==> config.mk <==
export PLATFORM = sky130hd
export DESIGN_NAME = regfile_dbg_ctrl
export DESIGN_NICKNAME = d
export VERILOG_FILES = /design/src/rtl/regfile_dbg_ctrl.sv
export SDC_FILE = /design/constraint.sdc
export NUM_CORES = 1
export LEC_CHECK = 0
export CORE_ASPECT_RATIO = 2
export CORE_MARGIN = 8
export CORE_UTILIZATION = 47
export CTS_BUF_LIST = sky130_fd_sc_hd__clkbuf_4
export CTS_CLUSTER_SIZE = 40
export DETAILED_ROUTE_END_ITERATION = 8
export HOLD_SLACK_MARGIN = 0.06
export PLACE_DENSITY = 0.87
export SYNTH_ARGS = -nofsm -noshare
export SYNTH_HDL_FRONTEND = slang
export SYNTH_SLANG_ARGS = --single-unit
==> constraint.sdc <==
create_clock -name clk -period 2.8 [get_ports clk]
set_clock_uncertainty 0.1 [all_clocks]
set_input_delay 0.56 -clock clk [delete_from_list [all_inputs] [get_ports clk]]
set_output_delay 0.56 -clock clk [all_outputs]
set_load 0.01 [all_outputs]
==> src/rtl/regfile_dbg_ctrl.sv <==
// Debug-side register file client: halts the core, reads/writes/dumps
// registers for the host, and passes core writeback through when idle.
module regfile_dbg_ctrl #(
  parameter int HALT_TIMEOUT = 255,
  parameter int CNT_W        = 8
) (
  input  logic        clk,
  input  logic        reset_n,
  input  logic        cmd_valid,
  output logic        cmd_ready,
  input  logic [1:0]  cmd_op,
  input  logic [4:0]  cmd_addr,
  input  logic [4:0]  cmd_count,
  input  logic [31:0] cmd_wdata,
  output logic        rsp_valid,
  input  logic        rsp_ready,
  output logic [31:0] rsp_data,
  output logic [4:0]  rsp_addr,
  output logic        rsp_last,
  output logic        rsp_err,
  output logic        core_halt,
  input  logic        core_halted,
  input  logic        core_wen,
  input  logic [4:0]  core_waddr,
  input  logic [31:0] core_wdata,
  output logic        rf_wen,
  output logic [4:0]  rf_waddr,
  output logic [31:0] rf_wdata,
  output logic [4:0]  rf_raddr,
  input  logic [31:0] rf_rdata
);

  typedef enum logic [2:0] {
    IDLE,
    HALT,
    ACCESS,
    RSP,
    RELEASE
  } state_t;

  localparam logic [1:0] OP_RD   = 2'b00;
  localparam logic [1:0] OP_WR   = 2'b01;
  localparam logic [1:0] OP_DUMP = 2'b10;
  localparam logic [1:0] OP_RSV  = 2'b11;

  state_t           state;
  logic [1:0]       op;
  logic [4:0]       addr;
  logic [4:0]       end_addr;
  logic [31:0]      wdata;
  logic [CNT_W-1:0] cnt;

  logic [5:0]       dump_end;
  logic             illegal;
  logic             dbg_wr;
  logic             is_last;

  assign cmd_ready = (state == IDLE);
  assign dump_end  = {1'b0, cmd_addr} + {1'b0, cmd_count};
  assign illegal   = (cmd_op == OP_RSV) ||
                     ((cmd_op == OP_DUMP) && (dump_end > 6'd31));
  assign dbg_wr    = (state == ACCESS) && (op == OP_WR);
  assign is_last   = (op != OP_DUMP) || (addr == end_addr);
  assign rf_raddr  = addr;

  // Write port: debug write owns it in ACCESS, core otherwise
  always_comb begin
    rf_wen   = core_wen;
    rf_waddr = core_waddr;
    rf_wdata = core_wdata;
    if (dbg_wr) begin
      rf_wen   = (addr != 5'd0);
      rf_waddr = addr;
      rf_wdata = wdata;
    end
  end

  // Command sequencer with registered halt and response outputs
  always_ff @(posedge clk) begin
    if (!reset_n) begin
      state     <= IDLE;
      op        <= OP_RD;
      addr      <= 5'd0;
      end_addr  <= 5'd0;
      wdata     <= 32'd0;
      cnt       <= '0;
      core_halt <= 1'b0;
      rsp_valid <= 1'b0;
      rsp_data  <= 32'd0;
      rsp_addr  <= 5'd0;
      rsp_last  <= 1'b0;
      rsp_err   <= 1'b0;
    end else begin
      unique case (state)
        IDLE: begin
          if (cmd_valid) begin
            op       <= cmd_op;
            addr     <= cmd_addr;
            end_addr <= dump_end[4:0];
            wdata    <= cmd_wdata;
            cnt      <= '0;
            if (illegal) begin
              state     <= RSP;
              rsp_valid <= 1'b1;
              rsp_err   <= 1'b1;
              rsp_last  <= 1'b1;
              rsp_data  <= 32'd0;
              rsp_addr  <= cmd_addr;
            end else begin
              state     <= HALT;
              core_halt <= 1'b1;
            end
          end
        end
        HALT: begin
          if (core_halted) begin
            state <= ACCESS;
            cnt   <= '0;
          end else if (cnt == CNT_W'(HALT_TIMEOUT - 1)) begin
            state     <= RSP;
            cnt       <= '0;
            rsp_valid <= 1'b1;
            rsp_err   <= 1'b1;
            rsp_last  <= 1'b1;
            rsp_data  <= 32'd0;
            rsp_addr  <= addr;
          end else begin
            cnt <= cnt + CNT_W'(1);
          end
        end
        ACCESS: begin
          state     <= RSP;
          rsp_valid <= 1'b1;
          rsp_addr  <= addr;
          rsp_err   <= 1'b0;
          rsp_last  <= is_last;
          if (op == OP_WR) begin
            rsp_data <= (addr == 5'd0) ? 32'd0 : wdata;
          end else begin
            rsp_data <= rf_rdata;
          end
        end
        RSP: begin
          if (rsp_ready) begin
            rsp_valid <= 1'b0;
            if ((op == OP_DUMP) && !rsp_last) begin
              addr  <= addr + 5'd1;
              state <= ACCESS;
            end else if (core_halt) begin
              core_halt <= 1'b0;
              state     <= RELEASE;
            end else begin
              state <= IDLE;
            end
          end
        end
        RELEASE: begin
          state <= IDLE;
        end
        default: begin
          state <= IDLE;
        end
      endcase
    end
  end

endmodule

=== Yosys cells after proc, flatten, opt, wreduce, memory -nomap -nowiden ===
Cells that the tools add are included.

* Latch bits: 0
* Memory bits (read-only): 0
* Register bits: 96
* Memories kept: 0
* Word-level logic and storage cells: 99
* Input bits: 119
* Output and inout port bits: 85
* Memory bits (writable): 0

* Reduce and logical (&&, ||, !) cells: 20
* Add/subtract/negate cells: 3
* Eq/ne operators: 19
* Multiply operators: 0
* Muxes and demuxes: 44
* Divide/modulo/power cells: 0
* Shift operators: 0
* $lt $le $gt $ge: 1
* Bitwise gates (word level): 0

{| class="wikitable"
|+ Operators by type and width
! kind !! number
|-
| $mux W32 || 7
|-
| $pmux W32 S3 || 1
|-
| $mux W5 || 8
|-
| $mux W8 || 3
|-
| $mux W3 || 6
|-
| $ne A2 B2 Y1 const B || 8
|-
| $pmux W8 S2 || 1
|-
| $pmux W5 S3 || 1
|-
| $pmux W3 S4 || 1
|-
| $mux W1 || 10
|-
| $pmux W5 S2 || 1
|-
| $reduce_and A5 Y1 || 2
|-
| $add A8 B1 Y8 const B || 1
|-
| $eq A8 B8 Y1 const B || 1
|-
| $add A5 B5 Y6 || 1
|-
| $eq A2 B2 Y1 const B || 3
|-
| $eq A3 B2 Y1 const B || 2
|-
| $gt A6 B5 Y1 const B || 1
|-
| $pmux W1 S3 || 2
|-
| $reduce_and A6 Y1 || 1
|-
| $add A5 B1 Y5 const B || 1
|-
| $eq A5 B5 Y1 || 1
|-
| $logic_not A5 Y1 || 1
|-
| $reduce_bool A5 Y1 || 1
|-
| other kinds (17) || 22
|}

=== Depth between registers and ports, before layout ===
* Word-level depth: 7
* Gate-level depth with buffers: 8
* Depth with buffers taken out: 6

=== Worst setup path before layout ===
Ideal clock, no wire load.

* Path type: register to output
* From: reg state[0]
* To: out rf_wdata[0]
* Required time: 2140 ps
* Arrival time: 1392 ps
* Cell stages (with the launch flop): 6
* Path slack: 748 ps
* Path through: dfxtp_1 buf_4 nor2_1 nand4b_1 buf_2 mux2_2

* Cells in the longest elaborated chain, start to end: 3

{| class="wikitable"
|+ RTL lines
! element !! RTL line !! text
|-
| start: declaration || 46 || <nowiki>state_t state;</nowiki>
|-
| start signal: assignment || 81 || <nowiki>state <= IDLE;</nowiki>
|-
| start signal: assignment || 103 || <nowiki>state <= RSP;</nowiki>
|-
| start signal: assignment || 110 || <nowiki>state <= HALT;</nowiki>
|-
| $eq A3 B2 Y1 || 62 || <nowiki>assign dbg_wr = (state == ACCESS) && (op == OP_WR);</nowiki>
|-
| $logic_and A1 B1 Y1 || 62 ||
|-
| $mux W32 || 71 || <nowiki>if (dbg_wr) begin</nowiki>
|-
| end: declaration || 28 || <nowiki>output logic [31:0] rf_wdata,</nowiki>
|}

Every way passes these cells.

=== Final worst setup path ===
* From: reg state[2]
* To: out rf_wdata[20]

The elaborated chain is that of the path after synthesis.

==> results by group <==
Die
  – Die Wd: 87.12 um
  – I/O Pins: 204
  – Core area: 10020 sq um
  – DIE AREA: 13790 sq um
  – Site Rows: 52
  – DIE HEIGHT: 158.2 um
  – Initial core utilization: 47.45%

Pwr
  – Max VDD drop: 355.4 uV
  – Gate power share: 31.2%
  – Net Sw Frac: 32.13%
  – Clock network fraction of design power: 20.0%
  – P_leak: 2.755 nW
  – Seq pwr share: 48.8%
  – Pint: 2.187 mW
  – Sw Pwr: 1.035 mW
  – PD cells: 456.5 nW/um^2

Worst setup path
  – Worst-path fanout max: 21
  – Crit path DAT: 1970 ps
  – CP peak stage delay: 360 ps
  – Worst EP required: 2140 ps
  – Critical path, cell by cell: nor2_4 -> nand4b_1 -> buf_4 -> buf_12 -> mux2_2 -> dlygate4sd2_1
  – CP Class: flip-flop to primary output
  – Critical path's top delay family: buffers and inverters
  – Crit end category: primary output
  – Buf+Inv Stages, Crit Path: 3
  – Critical Path Start Type: flip-flop
  – Slowest CP cell: dfxtp_2

Route
  – DRT antenna net count: 0
  – Final WL: 17890 um
  – Wire length on met3: 1055 um
  – First drt pass iteration count: 4
  – Vias: 5085
  – Drt via density: 5.739
  – Met2 WL: 9789 um
  – DRC viols: 0
  – 1st-iter DRT viols: 304
  – M1 wire length: 6184 um
  – Highest Signal Layer: met4
  – Drt wl/cell: 20.20 um

Placement
  – Placer Congestion: 0.9199
  – Input/output buffers: 203
  – Dpl hpwl: 13740 um
  – DP Cell Count: 866

Logic synthesis
  – Syn avg cell area: 8.582 sq um
  – Synth unique cells: 56
  – Net Count, Synth: 683
  – Post-synth top area share: 40.42%
  – #FFs+latches synth: 96
  – Mapped Cells: 554
  – Post-synth ARST share: 0%
  – EDFF count, synth: 0
  – Synth area leaders: dfxtp_1 40%, nand2_1 9.4%, mux2_2 8.8%, a22oi_1 5.2%, a21oi_1 4.4%
  – Main synth FF type: dfxtp_1
  – Post-synthesis sequential area ratio: 40.42%
  – Synth area leader: dfxtp_1
  – Ys Warns: 0
  – Mapped Area: 4755 sq um

Clock tree
  – CTS root buf: clkbuf_4
  – Worst skew pair latency: 440 ps
  – CTS sink count: 96
  – Longest Clk Path Bufs: 2
  – H-tree depth: 3
  – CTS tree: built
  – TritonCTS Buffers: 9
  – CTS clock-pin slew for the worst setup and hold paths: 140 ps
  – CTS Hold Bufs: 0

Flow run
  – Total of max-cap violations: 0

Global routing
  – GRT Util Overall: 25.39%
  – Global-route wire length before repair: 26840 um
  – Vias in the first global route: 5071
  – Antenna violations before repair: 1
  – Pin count of the biggest net entering global routing: 40
  – Grt total ovfl: 0

Cells and area
  – Non-Filler Instances: 886
  – Final net count: 874
  – Most frequent cells in the layout: 164 x clkdlybuf4s50_1, 119 x nand2_1, 93 x dfxtp_1, 42 x a21oi_1, 37 x mux2_2
  – Most common cell after layout, fill and taps aside: clkdlybuf4s50_1
  – Layout fillers: 827
  – Share of layout cells above drive strength 1: 11.73%
  – Synthesis-to-finish area growth: 48.45%

Timing
  – Fin. max-slew vios: 0
  – Setup_tns: 0 ps
  – Crit path time final: 2630 ps
  – Final Hold Viols: 0
  – WHS: 366.1 ps
  – Worst Tran Pin Value: 669.8 ps
  – Final setup violation count: 0
  – Headroom to the max-slew limit: 55.35%
  – RSZ-0062 raised after global routing: false
  – FMAX: 380.3 MHz
  – Tcrit/Tclk final: 93.91%

Min path
  – Min-delay worst type: flip-flop to flip-flop

Outcome
  – Outcome: finished clean
[power groups by stage]
| stage | logic, mW | clock network, mW | registers, mW |
|---|---|---|---|
| finish | 1.01 | 0.644 | 1.57 |
| global route | 1.08 | 0.713 | 1.58 |
| CTS | 1.00 | 0.656 | 1.57 |
| detailed placement | 1.01 | 0 | 1.60 |
| global placement | 0.976 | 0 | 1.59 |
| floorplan | 0.488 | 0 | 1.60 |
[routing by layer]
| metal | global-route usage [%] | vias up |
|---|---|---|
| li1 | - | 2374 |
| met1 | 25.14 | 2407 |
| met2 | 47.13 | 245 |
| met3 | 5.148 | 59 |
| met4 | 14.30 | 0 |
| met5 | 0 | - |
[layout make-up]
| type | instances | area [sq um] | area share (%) |
|---|---|---|---|
| Clock inverter | 6 | 35.03 | 0.4964 |
| Inverter | 8 | 30.03 | 0.4255 |
| Timing Repair Buffer | 224 | 2203 | 31.22 |
| Tap cell | 135 | 168.9 | 2.393 |
| Clock buffer | 10 | 75.07 | 1.064 |
| Sequential cell | 96 | 1926 | 27.28 |
| Antenna cell | 1 | 2.502 | 0.03545 |
| Multi-Input combinational cell | 406 | 2618 | 37.09 |
[final timing paths]
check / cells past startpoint / to / slack (ps) / from
worst min-delay path: 2 / rsp_data[28]$_SDFFE_PN0P_ / 370 / rsp_data[28]$_SDFFE_PN0P_
worst max-delay path: 6 / rf_wdata[20] / 170 / state[2]$_SDFFE_PN0P_
worst max register to register: 8 / rsp_data[31]$_SDFFE_PN0P_ / 650 / rf_raddr[1]$_SDFFE_PN0P_
worst min register to register: 2 / rsp_data[28]$_SDFFE_PN0P_ / 370 / rsp_data[28]$_SDFFE_PN0P_
[registers in the layout, indices dropped and copies added (netlist names)]
register / count
cnt: 8
core_halt: 1
end_addr: 5
op: 2
rf_raddr: 5
rsp_addr: 5
rsp_data: 32
rsp_err: 1
rsp_last: 1
rsp_valid: 1
state: 3
wdata: 32
[Yosys cell counts, drive strengths merged (2+ instances only)]
cell	number
o311ai	3
mux2	37
or3	7
nand2	119
clkbuf	21
dfxtp	96
a31oi	3
nor4b	2
nand4b	4
or4	2
nor2	18
and4	2
a22oi	33
o31ai	2
buf	23
o22ai	33
a211oi	4
nand4	3
mux2i	5
nor2b	2
ha	9
nand3	9
nor3b	3
and2	4
nor3	9
xnor2	9
inv	8
o21ai	12
a21oi	42
or4b	2
o211ai	7
xor2	6
[worst min-delay path, cell delays in order, from the launching register on]
cell and delay [ps]:
dfxtp_1 340, nand2_1 50, o22ai_1 50
[logic make-up (layout without fill, tap and decap cells)]
family / after synthesis / count (layout) / share of synthesized area, %
buffers and inverters: 52 / 248 / 5.053
adder cells (fa/ha/maj): 10 / 10 / 2.790
multiplexers: 42 / 42 / 9.816
XOR/XNOR: 15 / 15 / 2.763
AO/OA/AOI/OAI: 147 / 147 / 20.18
other: 0 / 1 / 0
flip-flops: 96 / 96 / 40.42
AND/OR/NAND/NOR: 192 / 192 / 18.97
[stage by stage]
step	utilization (%)	area, sq um	setup slack [ps]	total power, mW
after CTS	70.07	7020	-65.99	3.226
after global routing	70.44	7058	45.59	3.379
after global placement	68.77	6890	13.26	2.565
final	70.44	7058	170.5	3.222
after floorplan	-	4755	748.2	2.084
after detailed placement	68.77	6890	-21.14	2.603
[repair_timing]
| action | CTS | global route |
|---|---|---|
| buffers inserted | 1 | 1 |
| resized for setup | 39 | 11 |
| gates cloned | 1 | 0 |
| endpoints found under the hold margin | 0 | 0 |
| endpoints found under the setup margin | 38 | 11 |
(Power assumes the default switching activity.)
==> edit, RTL diff (same settings) <==
Re-encode `state_t` (5 states) as Gray code, 3 bits wide.
--- a/src/rtl/regfile_dbg_ctrl.sv
+++ b/src/rtl/regfile_dbg_ctrl.sv
@@ -33,7 +33,7 @@
   typedef enum logic [2:0] {
-    IDLE,
-    HALT,
-    ACCESS,
-    RSP,
-    RELEASE
+    IDLE    = 3'b000,
+    HALT    = 3'b001,
+    ACCESS  = 3'b011,
+    RSP     = 3'b010,
+    RELEASE = 3'b110
   } state_t;
Function: same outputs for any inputs over 4 cycles, from zero or initial values and one cycle with reset_n low; so few cycles prove little.
==> edit against the unedited design <==
Maximum frequency decreased by 2.8%. Combinational power increased by 34%. Area after synthesis decreased by 0.11%. Sequential cell count did not move. Total power increased by 15%. Synthesized cell count decreased by 4.9%. Wire length fell by 10%. Count of clock-buffer cells in the layout shrank 1. Register-to-register slack worse by 190 ps. Worst setup slack got worse by 75 ps. Final area up 0.43%. Critical path depth unchanged. Critical path type unchanged.
==> edit: results (changes against the unedited design) <==
timing:
  slew_headroom: 0.502  # -0.0518
  finalCriticalPeriod_ps: 2700  # +75.4 ps
critical_path:
  rr_endpoint: "rsp_data[25]"
  critPathLaunch: "state[0]"
  cp_data_arrival_time_ps: 2040  # +70 ps
  crit_end: "rf_waddr[3]"
cells_and_area:
  drive_gt1_frac: 0.135  # +0.0175
  multi_input_area_share: 0.369  # -0.00228
  finalNonFillerCells: 863  # -2.6%
  clk_share: 0.0198  # +0.00417
  area_share_nonclk_buffers: 0.312  # about the same
  fillers: 783  # -5.3%
routing:
  dr.pass1.iters: 5  # +1
  routed_wl_mm: 16.0  # -10%
grt:
  grt_pass1_wl_mm: 25.2  # -6.0%
  grt_usage: 0.232  # -0.0223
  grt_max_degree: 43  # +7.5%
worst_hold_path:
  hold_path.startpoint: "rsp_data[30]"
  worst_hold_path.endpoint: "rsp_data[30]"
  hold_depth: 1  # -1
die:
  fp.coreArea_mm2: 0.00995  # -0.65%
power_and_ir_drop:
  ir_drop_mv: 0.301  # -15%
yosys:
  synth_fp_nets: 656  # -4.0%
  syn_area_per_cell_um2: 9.01  # +5.0%
placement:
  dp.cells: 845  # -2.4%
  place_area_mm2: 0.00695  # +0.84%
  gp_congestion: 0.920  # about the same
  dp_hpwl_mm: 12.1  # -12%
status:
  status: "completed"
-- edit: power by group through the flow --
stage / registers [mW] / logic, mW / clock network, mW
final: 1.62 / 1.35 / 0.728
after global routing: 1.64 / 1.46 / 0.809
after CTS: 1.62 / 1.33 / 0.746
after detailed placement: 1.65 / 1.34 / 0
after global placement: 1.64 / 1.32 / 0
after floorplan: 1.65 / 0.726 / 0
-- edit: timing repair --
item                       4_1_cts  5_1_grt
buffers inserted                 0        1
pin swaps                        0        0
setup endpoints to repair       38       21
resized for setup               45        7
-- edit: metal layers --
layer / global-route usage / share of wire / vias to the layer above
met5: 0 / 0 / -
met3: 0.101 / 0.12 / 18
li1: - / - / 2324
met4: 0.0711 / 0.017 / 0
met2: 0.393 / 0.48 / 242
met1: 0.251 / 0.38 / 2280
-- edit: cell families after synthesis --
kind of cell | synth area share
AO/OA/AOI/OAI | 0.262
XOR/XNOR | 0.0148
adder cells (fa/ha/maj) | 0.0279
buffers and inverters | 0.0519
flip-flops | 0.405
multiplexers | 0.0985
AND/OR/NAND/NOR | 0.140
-- edit: worst register-to-register path, cell delays in order, from the launching register on --
cell and delay [ps]:
dfxtp_1 360, inv_1 60, ha_1 180, or4b_4 220, buf_4 100, nor2b_2 610
buf_4 360, a22oi_1 120, o2bb2ai_1 170
-- edit: through the flow --
| stage | hold WS [ps] | setup TNS [ps] | total power [mW] |
|---|---|---|---|
| floorplan | 327 | 0 | 2.38 |
| CTS | 381 | 0 | 3.70 |
| detailed placement | 345 | 0 | 2.99 |
| global placement | 345 | 0 | 2.96 |
| global route | 387 | -15.0 | 3.91 |
| finish | 377 | 0 | 3.70 |
